[config.mk]
export PLATFORM = sky130hd
export DESIGN_NAME = kf76489_tone_bank
export DESIGN_NICKNAME = d
export VERILOG_FILES = /design/src/rtl/kf76489_pkg.sv /design/src/rtl/kf76489_tone_channel.sv /design/src/rtl/kf76489_tone_bank.sv
export SDC_FILE = /design/constraint.sdc
export NUM_CORES = 1
export LEC_CHECK = 0
export ABC_AREA = 1
export BUFFER_PORTS_ARGS = -buffer_cell sky130_fd_sc_hd__buf_4
export CORE_MARGIN = 2
export CORE_UTILIZATION = 35
export CTS_BUF_LIST = sky130_fd_sc_hd__clkbuf_8 sky130_fd_sc_hd__clkbuf_16
export DETAILED_ROUTE_END_ITERATION = 12
export GPL_TIMING_DRIVEN = 0
export SYNTH_ARGS = -nofsm -noshare
export SYNTH_HDL_FRONTEND = slang
export SYNTH_HIERARCHICAL = 1
export SYNTH_SLANG_ARGS = --single-unit
[constraint.sdc]
create_clock -name clock -period 2.86 [get_ports clock]
set_clock_uncertainty 0.15 [all_clocks]
set_input_delay 0.143 -clock clock [delete_from_list [all_inputs] [get_ports clock]]
set_output_delay 0.143 -clock clock [all_outputs]
set_load 0.01 [all_outputs]
[src/rtl/kf76489_pkg.sv]
// Shared constants and types for the tone bank: amplitude table, amplitude
// width and the register field selector used by the write decode.
package kf76489_pkg;

    localparam int AMP_W = 6;

    // Attenuation-indexed output level; entry 15 is silence.
    localparam logic [15:0][AMP_W-1:0] AMP_TABLE = {
        6'd0,  6'd2,  6'd3,  6'd4,  6'd5,  6'd6,  6'd8,  6'd10,
        6'd13, 6'd16, 6'd20, 6'd25, 6'd32, 6'd40, 6'd50, 6'd63
    };

    typedef enum logic [1:0] {
        FIELD_FREQ_H,
        FIELD_FREQ_L,
        FIELD_ATTEN
    } field_e;

    function automatic logic [AMP_W-1:0] amp_lookup(input logic [3:0] atten);
        return AMP_TABLE[atten];
    endfunction

endpackage

[src/rtl/kf76489_tone_channel.sv]
// One tone channel: period/attenuation registers, down-counting divider,
// square-wave tone bit, toggle pulse and amplitude output.
module kf76489_tone_channel
    import kf76489_pkg::*;
#(
    parameter int FREQ_WIDTH  = 10,
    parameter int ZERO_IS_MAX = 0,
    parameter int PHASE_RESET = 0
)(
    input  logic             clock,
    input  logic             reset,
    input  logic             clock_enable_i,
    input  logic             wr_en_i,
    input  field_e           wr_field_i,
    input  logic [7:0]       wr_data_i,
    output logic             cycle_o,
    output logic [AMP_W-1:0] analog_o
);

    localparam int HI_BITS = FREQ_WIDTH - 6;

    logic [FREQ_WIDTH-1:0] freq_q, freq_d;
    logic [3:0]            atten_q, atten_d;
    logic [FREQ_WIDTH-1:0] div_q, div_d;
    logic                  tone_q, tone_d;
    logic                  cycle_q, cycle_d;
    logic                  restart;

    // Reload value is P-1; a zero period maps to either 1 or 2^FREQ_WIDTH,
    // and the latter's P-1 is simply all-ones.
    function automatic logic [FREQ_WIDTH-1:0] period_m1(input logic [FREQ_WIDTH-1:0] f);
        if (f == '0) begin
            return (ZERO_IS_MAX != 0) ? '1 : '0;
        end
        return f - 1'b1;
    endfunction

    // Field writes, then divider advance; a phase restart takes precedence
    // over a terminal count landing in the same cycle.
    always_comb begin
        freq_d  = freq_q;
        atten_d = atten_q;
        div_d   = div_q;
        tone_d  = tone_q;
        cycle_d = 1'b0;
        restart = 1'b0;

        if (wr_en_i) begin
            case (wr_field_i)
                FIELD_FREQ_H: begin
                    freq_d[FREQ_WIDTH-1:6] = wr_data_i[7 -: HI_BITS];
                    restart                = (PHASE_RESET != 0);
                end
                FIELD_FREQ_L: freq_d[5:0] = wr_data_i[7:2];
                FIELD_ATTEN:  atten_d     = wr_data_i[7:4];
                default: ;
            endcase
        end

        if (restart) begin
            div_d  = period_m1(freq_d);
            tone_d = 1'b0;
        end else if (clock_enable_i) begin
            if (div_q == '0) begin
                // Reload from the frequency in force before any same-cycle write.
                div_d   = period_m1(freq_q);
                tone_d  = ~tone_q;
                cycle_d = 1'b1;
            end else begin
                div_d = div_q - 1'b1;
            end
        end
    end

    // Channel state register; reset leaves the divider one step from terminal.
    always_ff @(posedge clock) begin
        if (reset) begin
            freq_q  <= '0;
            atten_q <= 4'hF;
            div_q   <= FREQ_WIDTH'(1);
            tone_q  <= 1'b0;
            cycle_q <= 1'b0;
        end else begin
            freq_q  <= freq_d;
            atten_q <= atten_d;
            div_q   <= div_d;
            tone_q  <= tone_d;
            cycle_q <= cycle_d;
        end
    end

    assign cycle_o  = cycle_q;
    assign analog_o = tone_q ? amp_lookup(atten_q) : '0;

endmodule

[src/rtl/kf76489_tone_bank.sv]
// Bank of square-wave tone channels sharing one write port, with a
// registered mix of all channel amplitudes.
module kf76489_tone_bank
    import kf76489_pkg::*;
#(
    parameter int  CHANNELS    = 3,
    parameter int  FREQ_WIDTH  = 10,
    parameter int  ZERO_IS_MAX = 0,
    parameter int  PHASE_RESET = 0,
    localparam int CH_W        = (CHANNELS > 1) ? $clog2(CHANNELS) : 1,
    localparam int MIX_W       = AMP_W + $clog2(CHANNELS + 1)
)(
    input  logic                          clock,
    input  logic                          reset,
    input  logic                          clock_enable,
    input  logic [7:0]                    internal_data_bus,
    input  logic [CH_W-1:0]               write_channel,
    input  logic                          write_frequency_h,
    input  logic                          write_frequency_l,
    input  logic                          write_attenuation,
    output logic [CHANNELS-1:0]           cycle_out,
    output logic [CHANNELS-1:0][AMP_W-1:0] analog_out,
    output logic [MIX_W-1:0]              mix_out
);

    field_e             wr_field;
    logic               wr_any;
    logic [MIX_W-1:0]   mix_q, mix_d;

    // Collapse simultaneous strobes to one field, high beats low beats attenuation.
    always_comb begin
        wr_any   = write_frequency_h | write_frequency_l | write_attenuation;
        wr_field = FIELD_ATTEN;
        if (write_frequency_h) begin
            wr_field = FIELD_FREQ_H;
        end else if (write_frequency_l) begin
            wr_field = FIELD_FREQ_L;
        end
    end

    for (genvar n = 0; n < CHANNELS; n++) begin : g_ch
        // Out-of-range channel indices match no instance and are dropped.
        logic wr_en;
        assign wr_en = wr_any && (write_channel == CH_W'(n));

        kf76489_tone_channel #(
            .FREQ_WIDTH  (FREQ_WIDTH),
            .ZERO_IS_MAX (ZERO_IS_MAX),
            .PHASE_RESET (PHASE_RESET)
        ) u_ch (
            .clock          (clock),
            .reset          (reset),
            .clock_enable_i (clock_enable),
            .wr_en_i        (wr_en),
            .wr_field_i     (wr_field),
            .wr_data_i      (internal_data_bus),
            .cycle_o        (cycle_out[n]),
            .analog_o       (analog_out[n])
        );
    end

    // Sum of all channel amplitudes; MIX_W is wide enough that no saturation is needed.
    always_comb begin
        mix_d = '0;
        for (int i = 0; i < CHANNELS; i++) begin
            mix_d = mix_d + MIX_W'(analog_out[i]);
        end
    end

    // Mixer output register.
    always_ff @(posedge clock) begin
        if (reset) begin
            mix_q <= '0;
        end else begin
            mix_q <= mix_d;
        end
    end

    assign mix_out = mix_q;

endmodule

==> impl_metrics.toml, run 1 <==
[logic_synthesis]
ys_types = 34
avgSynthCellArea_sq_um = 6.897
synth_ff_type = "dfxtp_1"
ys_async_sr_fraction_pct = 0
synth.top_cells.by_area = "dfxtp_1, nand2_1, inv_1"
synth_seq_cells = 104
synth_area_sq_um = 6138
synth_top_area_share_pct = 33.92
ys_seq_area_share_pct = 33.92
syn_nets = 937
synth_cells = 890
ys_warn_count = 6
synth_edf_count = 0
yosys.area.top_type = "dfxtp_1"

[layout]
n_antenna_cell = 0
nNetsFinal = 994
mostFrequentLayoutCells = "nand2_1, inv_1, dfxtp_1, nor2_1, o21ai_0"
final_area_sq_um = 7081
drive_gt1_share_pct = 13.76
area_delta_synth_final_pct = 15.35
final_common_cell = "nand2_1"

[outcome]
status = "complete, no violations"

[setup_path]
criticalPathCategory = "register to register"
r2r-end = "mix_out[5]"
crit_path_cell_trace = "clkbuf_1 > nand2_1 > inv_1 > inv_1 > fa_1 > inv_1 > ha_1 > inv_1 > fa_1 > o21ai_2 > nand2_2 > nand2_1 > nor2_2"
critPathSlowestCell = "fa_1"
setup.worst_path.start_class = "register"
path_max_fanout = 7
worst_ep_arrival_time_ns = 2.74
r2r_cells = 13
slowest_delay_ns = 0.42
critical_path_required_ns = 2.96
r2r_start = "g_ch[0].u_ch/tone_q"
critPathMostFrequentCell = "inv_1"
end_kind = "register"
r2r_slack_ns = 0.22

[sta]
slew_violations = 0
worst_slew_pin_slew_ns = 0.6341
finalHoldViolCount = 0
finalSetupViolations = 0
relSlewSlack_pct = 57.57
grt_setup_unrepaired = "false"
hold_ws_ns = 0.01528
period_share_pct = 92.19
fin_crit_ns = 2.637
fin_setup_tns_ns = 0
max_freq_mhz = 379.3

[pwr]
irDropWorstVdd_uv = 268.6
power_leakage_nw = 3.345
powerDensity_nw_per_um2 = 489.3

[clock_network]
path_clk_slew_ns = 0.07
cts_tree = "built"
cts_buffers = 9
cts_root_buf = "clkbuf_16"
postCtsSetupBuffers = 0
clock_latency_ns = 0.35
cts.sinks = 104
cts_max_path_buffers = 2
cts_resized = 0
cts-htree-levels = 3

[hold_path]
hp-class = "input port to register"
min_path_cells = 2
hold_end = "mix_out[0]"
min_from = "reset"

[detailed_routing]
vias = 5400
viasPerCell = 4.588
drc = 0
wire_per_inst_um = 11.90
drtPass1Iterations = 7
ant_nets = 0
wirelength_um = 14010
drt_iter0_markers = 269

[global_routing]
grtUsageMet2_pct = 26.24
gr-usage-all-layers_pct = 15.95
grt-busiest-layer = "met2"
antenna_found_initial = 0
grt_pass1_wl_um = 23520
met1_usage_pct = 20.92
grt-ovfl-total = 0
met3_usage_pct = 3.318
grt_max_degree = 20
grt_pass1_vias = 4995

[placed_design]
dpl.hpwl_um = 10490
portBuffers = 42
gp_congestion = 0.8182
placed_area_sq_um = 6735

[flow_run]
max-cap-violations = 0

[die]
dieArea_sq_um = 18610
start_util_pct = 35.61
coreArea_sq_um = 17240
rows = 48
die_h_um = 136.4
ioPinCount = 45
fp.dieW_um = 136.4
[report_power, final]
part | switching (mW) | internal (mW)
Combinational | 0.397 | 0.220
Clock | 0.584 | 0.690
Sequential | 0.0547 | 1.52
[layer usage]
layer	vias to the layer above	part of all wire [%]
met1	2402	49
met2	57	46
met3	18	2.8
met5	-	0
li1	2923	-
met4	0	2.2
[cells in the mapped netlist (8+ instances only)]
cell,instances
nand2_1,200
clkbuf_1,11
o21ai_0,75
nand2_2,8
inv_1,135
inv_2,9
nor3_1,10
xor2_1,25
nand3_1,39
nand3_2,15
dfxtp_1,104
ha_1,24
nor2_2,9
nor2_4,12
a21oi_1,70
nor2_1,92
[through the flow]
stage	total power, mW	setup slack [ns]	cells	util, %
2_1_floorplan	2.077	0.4774	890	-
3_3_place_gp	2.218	0.2387	1157	39.08
3_5_place_dp	2.221	0.2362	1157	39.08
4_1_cts	3.513	0.2153	1177	41.08
5_1_grt	3.674	0.04391	1177	41.08
6_report	3.464	0.2235	1177	41.08
[layout make-up]
class | count | area [sq um]
inverters | 145 | 544.3
plain buffers | 14 | 58.81
fillers | 1829 | 10160
clock buffers | 9 | 225.2
multi-input cells | 627 | 3453
flip-flops and latches | 104 | 2082
clock inverters | 7 | 80.08
well taps | 225 | 281.5
repair buffers | 46 | 355.3
[cell families (layout without fill, tap and decap cells)]
group | count (synthesis) | in the layout | share of synthesized area (%)
compound gates | 166 | 166 | 14.31
simple gates | 404 | 404 | 31.06
xor+xnor | 26 | 26 | 3.710
fa+ha+maj | 31 | 31 | 7.175
buf+inv | 159 | 221 | 9.825
flops | 104 | 104 | 33.92
[critical path: cells and delay by family, from the launching register on]
family                     cells  cell delay [ns]
and+or+nand+nor                4             0.26
buffers and inverters          5             0.60
DFF                            1             0.31
AOI/OAI and AO/OA              1             0.21
adders and majority gates      3             1.00
[how the worst max path moves through the flow]
stage               depth (start not counted)  slack [ns]         end                start
global route                               13        0.04  mix_out[5]  g_ch[0].u_ch/tone_q
detailed placement                         13        0.24  mix_out[5]  g_ch[0].u_ch/tone_q
CTS                                        13        0.22  mix_out[5]  g_ch[0].u_ch/tone_q
floorplan                                  13        0.48  mix_out[5]  g_ch[0].u_ch/tone_q
global placement                           13        0.24  mix_out[5]  g_ch[0].u_ch/tone_q
finish                                     13        0.22  mix_out[5]  g_ch[0].u_ch/tone_q
[timing repair]
item / CTS / global route
endpoints found under the setup margin: 0 / 0
hold buffers: 4 / 0
hold endpoints to repair: 12 / 0
Power figures use the tool's default switching activity.
==> run 2, diff against run 1 <==
CELL_PAD_IN_SITES_DETAIL_PLACEMENT = 0   (was unset)
CELL_PAD_IN_SITES_GLOBAL_PLACEMENT = 1   (was unset)
PLACE_DENSITY_LB_ADDON = 0.1   (was unset)
==> impl_metrics.toml, run 2 (synthesis results as in run 1) <==
[clock_network]
cts.sinks = 104
cts-htree-levels = 3
postCtsSetupBuffers = 0
cts_root_buf = "clkbuf_16"
clock_latency_ns = 0.35
cts_buffers = 9
cts_tree = "built"
cts_hold_buf = 4
cts_resized = 0
cts_max_path_buffers = 2
path_clk_slew_ns = 0.07

[layout]
nNetsFinal = 994
final-seq-area_sq_um = 2082
area_delta_synth_final_pct = 16.16
final_common_cell = "nand2_1"
fill_cells = 1823
post-route-util_pct = 41.37
mostFrequentLayoutCells = "nand2_1, inv_1, dfxtp_1, nor2_1, o21ai_0"
drive_gt1_share_pct = 13.87
multi_input_area_sq_um = 3453
n_antenna_cell = 0

[global_routing]
grt-ovfl-total = 0
gr-usage-all-layers_pct = 17.25
antenna_found_initial = 0
grt_pass1_vias = 5147
grt_max_degree = 20
grt_pass1_wl_um = 25310

[outcome]
status = "complete, no violations"

[die]
coreArea_sq_um = 17240
fp.dieW_um = 136.4
die_h_um = 136.4
dieArea_sq_um = 18610
ioPinCount = 45
rows = 48
start_util_pct = 35.61

[placed_design]
pre_cts_ws_ns = 0.2054
gp_congestion = 0.7805
portBuffers = 42
dpl.hpwl_um = 11450

[sta]
max_freq_mhz = 382.7
finalHoldViolCount = 0
fin_ws_ns = 0.2468
hold_ws_ns = 0.02454
relSlewSlack_pct = 51.00
worst_slew_pin_slew_ns = 0.7324
period_share_pct = 91.37
finalSetupViolations = 0
slew_violations = 0
fin_crit_ns = 2.613
fin_setup_tns_ns = 0
grt_setup_unrepaired = "false"

[detailed_routing]
drtPass1Iterations = 5
drc = 0
drt_iter0_markers = 269
vias = 5450
viasPerCell = 4.630
wirelength_um = 15290
ant_nets = 0
wire_per_inst_um = 12.99

[flow_run]
max-cap-violations = 0

[pwr]
irDropWorstVdd_uv = 291.1
power_leakage_nw = 3.370
powerDensity_nw_per_um2 = 515.6

[setup_path]
worst_ep_arrival_time_ns = 2.71
path_max_fanout = 7
path_buf_inv = 5
end_kind = "register"
critPathMostFrequentCell = "inv_1"
critPathSlowestCell = "fa_1"
setup.worst_path.start_class = "register"
criticalPathCategory = "register to register"
critical_path_required_ns = 2.96
slowest_delay_ns = 0.42
critical-path-top-delay-family = "adder cells"
crit_path_cell_trace = "clkbuf_1 > nand2_1 > inv_1 > inv_1 > fa_1 > inv_1 > ha_1 > inv_1 > fa_1 > o21ai_2 > nand2_2 > nand2_1 > nor2_2"

[hold_path]
hp-class = "input port to register"
## run 2: metal layers
layer / global-route usage, % / routed length [um] / vias to the layer above
met2: 27.11 / 6807 / 48
li1: - / - / 2938
met1: 24.70 / 7939 / 2451
met4: 5.382 / 229 / 0
met3: 1.939 / 315 / 13
met5: 0 / 0 / -
## run 2: cell type report
cell class                      count  share of cell area, %
Timing Repair Buffer               46                  4.983
Tap cell                          225                  3.948
Clock inverter                      5                  1.439
Inverter                          145                  7.633
Clock buffer                       11                  3.544
Multi-Input combinational cell    627                  48.43
Sequential cell                   104                  29.20
Buffer                             14                 0.8247
## run 2: final timing paths
path              slack [ns]  cells after the start                       to                     from
hold / removal          0.02                      2               mix_out[2]                    reset
hold reg to reg         0.32                      2  g_ch[1].u_ch/atten_q[0]  g_ch[1].u_ch/atten_q[0]
setup reg to reg        0.25                     13               mix_out[5]      g_ch[1].u_ch/tone_q
setup / recovery        0.25                     13               mix_out[5]      g_ch[1].u_ch/tone_q
## run 2: metrics by stage
stage / instance area [sq um] / power, mW / std cells
floorplan: 6138 / 2.077 / 890
global placement: 6735 / 2.240 / 1157
detailed placement: 6735 / 2.236 / 1157
CTS: 7131 / 3.723 / 1177
global route: 7131 / 3.882 / 1177
finish: 7131 / 3.676 / 1177
## run 2: worst register-to-register path: stages (launching register included)
cell	delay, ns
dfxtp_1	0.31
clkbuf_1	0.27
nand2_1	0.11
inv_1	0.12
inv_1	0.07
fa_1	0.38
inv_1	0.06
ha_1	0.17
inv_1	0.06
fa_1	0.42
o21ai_2	0.21
nand2_2	0.08
nand2_1	0.08
nor2_2	0.03
## run 2: power by group
group	switching [mW]	total, mW	internal [mW]
logic	0.409	0.629	0.220
clock network	0.571	1.47	0.903
registers	0.0552	1.57	1.52
==> run 3, diff against run 2 <==
ABC_AREA = unset   (was 1)
==> impl_metrics.toml, run 3 <==
[placed_design]
dpl.hpwl_um = 11360
gp_congestion = 0.8116
portBuffers = 42

[setup_path]
path_max_fanout = 15
end_kind = "register"
worst_ep_arrival_time_ns = 2.68
critical_path_required_ns = 2.95
crit_path_cell_trace = "buf_4 > nor2_2 > nand3b_1 > and2_1 > a211oi_1 > inv_1 > ha_1 > mux2_2 > o22a_1"
setup.worst_path.start_class = "input port"
critPathSlowestCell = "nor2_2"
criticalPathCategory = "input port to register"
slowest_delay_ns = 0.48

[global_routing]
gr-usage-all-layers_pct = 17.05
grt_pass1_vias = 4795
grt-ovfl-total = 0
antenna_found_initial = 0
grt_max_degree = 17
grt_pass1_wl_um = 24750

[hold_path]
hp-class = "input port to register"

[logic_synthesis]
synth-xor-area-share_pct = 3.333
synth_area_sq_um = 6043
ys_warn_count = 6
synth_simple_gate_area_share_pct = 28.70
synthMuxAreaShare_pct = 6.584
synth_cells = 692
synth_edf_count = 0
synthMostInstantiatedCell = "dfxtp_1"
ys_types = 70
synth_ff_type = "dfxtp_1"
synth_fa_ha_area_share_pct = 7.288
yosys.area.top_type = "dfxtp_1"
synth_commonest_cells = "dfxtp_1, nor2_1, nand2_1"
avgSynthCellArea_sq_um = 8.733
syn_nets = 739
synth_seq_cells = 104
ys_async_sr_fraction_pct = 0
synth.top_cells.by_area = "dfxtp_1, mux2i_1, ha_1"
synth_top_family_by_area = "simple AND/OR/NAND/NOR gates"
synth_top_area_share_pct = 34.45
ys_seq_area_share_pct = 34.45
synth_compound_area_share_pct = 15.26

[sta]
worst_slew_pin_slew_ns = 0.8139
fin_crit_ns = 2.588
fin_setup_tns_ns = 0
relSlewSlack_pct = 45.62
finalSetupViolations = 0
finalHoldViolCount = 0
grt_setup_unrepaired = "false"
max_freq_mhz = 386.3
period_share_pct = 90.51
slew_violations = 0
hold_ws_ns = 0.03003

[die]
coreArea_sq_um = 17120
ioPinCount = 45
rows = 48
start_util_pct = 35.31
fp.dieW_um = 135.4
die_h_um = 135.4
dieArea_sq_um = 18330

[layout]
fill_cells = 1730
drive_gt1_share_pct = 13.00
mostFrequentLayoutCells = "dfxtp_1, nor2_1, buf_4, inv_1, nand2_1"
nNetsFinal = 796
n_antenna_cell = 0
area_delta_synth_final_pct = 16.21
final_common_cell = "dfxtp_1"

[outcome]
status = "complete, no violations"

[clock_network]
cts-htree-levels = 3
cts_buffers = 9
cts_root_buf = "clkbuf_16"
postCtsSetupBuffers = 0
cts_max_path_buffers = 2
cts.sinks = 104
cts_tree = "built"
clock_latency_ns = 0.35
path_clk_slew_ns = 0.07

[pwr]
share_comb_of_total_power_pct = 15.6
powerDensity_nw_per_um2 = 500.9
swShare_pct = 27.14
p_int_mw = 2.563
clkPwrFrac_pct = 39.2
irDropWorstVdd_uv = 301.2
power_leakage_nw = 2.881
pwr-share-seq_pct = 45.2
switching_power_mw = 0.9547

[detailed_routing]
wirelength_um = 15290
viasPerCell = 5.281
drtPass1Iterations = 4
drc = 0
drt_iter0_markers = 238
ant_nets = 0
vias = 5170
wire_per_inst_um = 15.61

[flow_run]
max-cap-violations = 0
## run 3: cell count changes after synthesis, sizes merged, moves of 10 or more
cell    delta
and2      +25
mux2i     +33
nor2      -31
a21oi     -58
a211oi    +10
nand2    -169
nor4      +15
nand3b    +19
inv      -104
nor3b     +11
o21ai     -57
nor3      +22
nand3     -36
## run 3: cell families (layout without fill, tap and decap cells)
logic type / Yosys count / in the layout
AND/OR/NAND/NOR: 302 / 302
XOR/XNOR: 23 / 23
adder cells (fa/ha/maj): 31 / 31
flip-flops: 104 / 104
multiplexers: 39 / 39
AO/OA/AOI/OAI: 126 / 126
buffers and inverters: 67 / 129
## run 3: repair_timing
action,in CTS,in global routing
hold endpoints to repair,10,0
endpoints found under the setup margin,1,2
hold buffers,4,0
resized for setup,1,2
## run 3: critical path: cells and delay by family
family          cells  cell delay [ns]
buf+inv             2             0.28
compound gates      2             0.65
fa+ha+maj           1             0.23
simple gates        3             1.12
mux                 1             0.26
## run 3: routing by layer
metal	global-route usage, %	share of wire [%]
met5	0	0
met4	6.539	1.8
met3	2.132	2.5
met2	26.73	46
met1	23.95	50
## run 3: path summary, 6_finish.rpt
kind | start | to | slack (ns) | cells after the start
worst min register to register | g_ch[0].u_ch/atten_q[1] | g_ch[0].u_ch/atten_q[1] | 0.32 | 2
worst min-delay path | internal_data_bus[5] | g_ch[0].u_ch/atten_q[1] | 0.03 | 3
worst max-delay path | write_frequency_l | register | 0.27 | 9
worst max register to register | g_ch[0].u_ch/tone_q | mix_out[7] | 0.28 | 11
## run 3: layout make-up
type | count | area (sq um) | area share (%)
Buffer | 27 | 115.1 | 1.639
Sequential cell | 104 | 2082 | 29.65
Timing Repair Buffer | 46 | 355.3 | 5.060
Clock inverter | 5 | 80.08 | 1.140
Tap cell | 225 | 281.5 | 4.009
Clock buffer | 11 | 252.7 | 3.599
Inverter | 40 | 150.1 | 2.138
Multi-Input combinational cell | 521 | 3706 | 52.77
## run 3: power by group through the flow
stage	Clock, mW	Sequential (mW)	Combinational [mW]
2_1_floorplan	0	1.60	0.408
3_3_place_gp	0	1.62	0.539
3_5_place_dp	0	1.62	0.546
4_1_cts	1.43	1.59	0.553
5_1_grt	1.49	1.60	0.613
6_report	1.38	1.59	0.550
## run 3: through the flow
step / util (%) / instance area, sq um / worst slack (ns) / total power [mW] / cells
floorplan: - / 6043 / 0.4010 / 2.011 / 692
global placement: 38.79 / 6640 / -0.4068 / 2.159 / 959
detailed placement: 38.79 / 6640 / -0.4132 / 2.167 / 959
CTS: 40.99 / 7015 / 0.1189 / 3.570 / 979
global route: 41.03 / 7023 / 0.04054 / 3.699 / 979
finish: 41.03 / 7023 / 0.2715 / 3.518 / 979
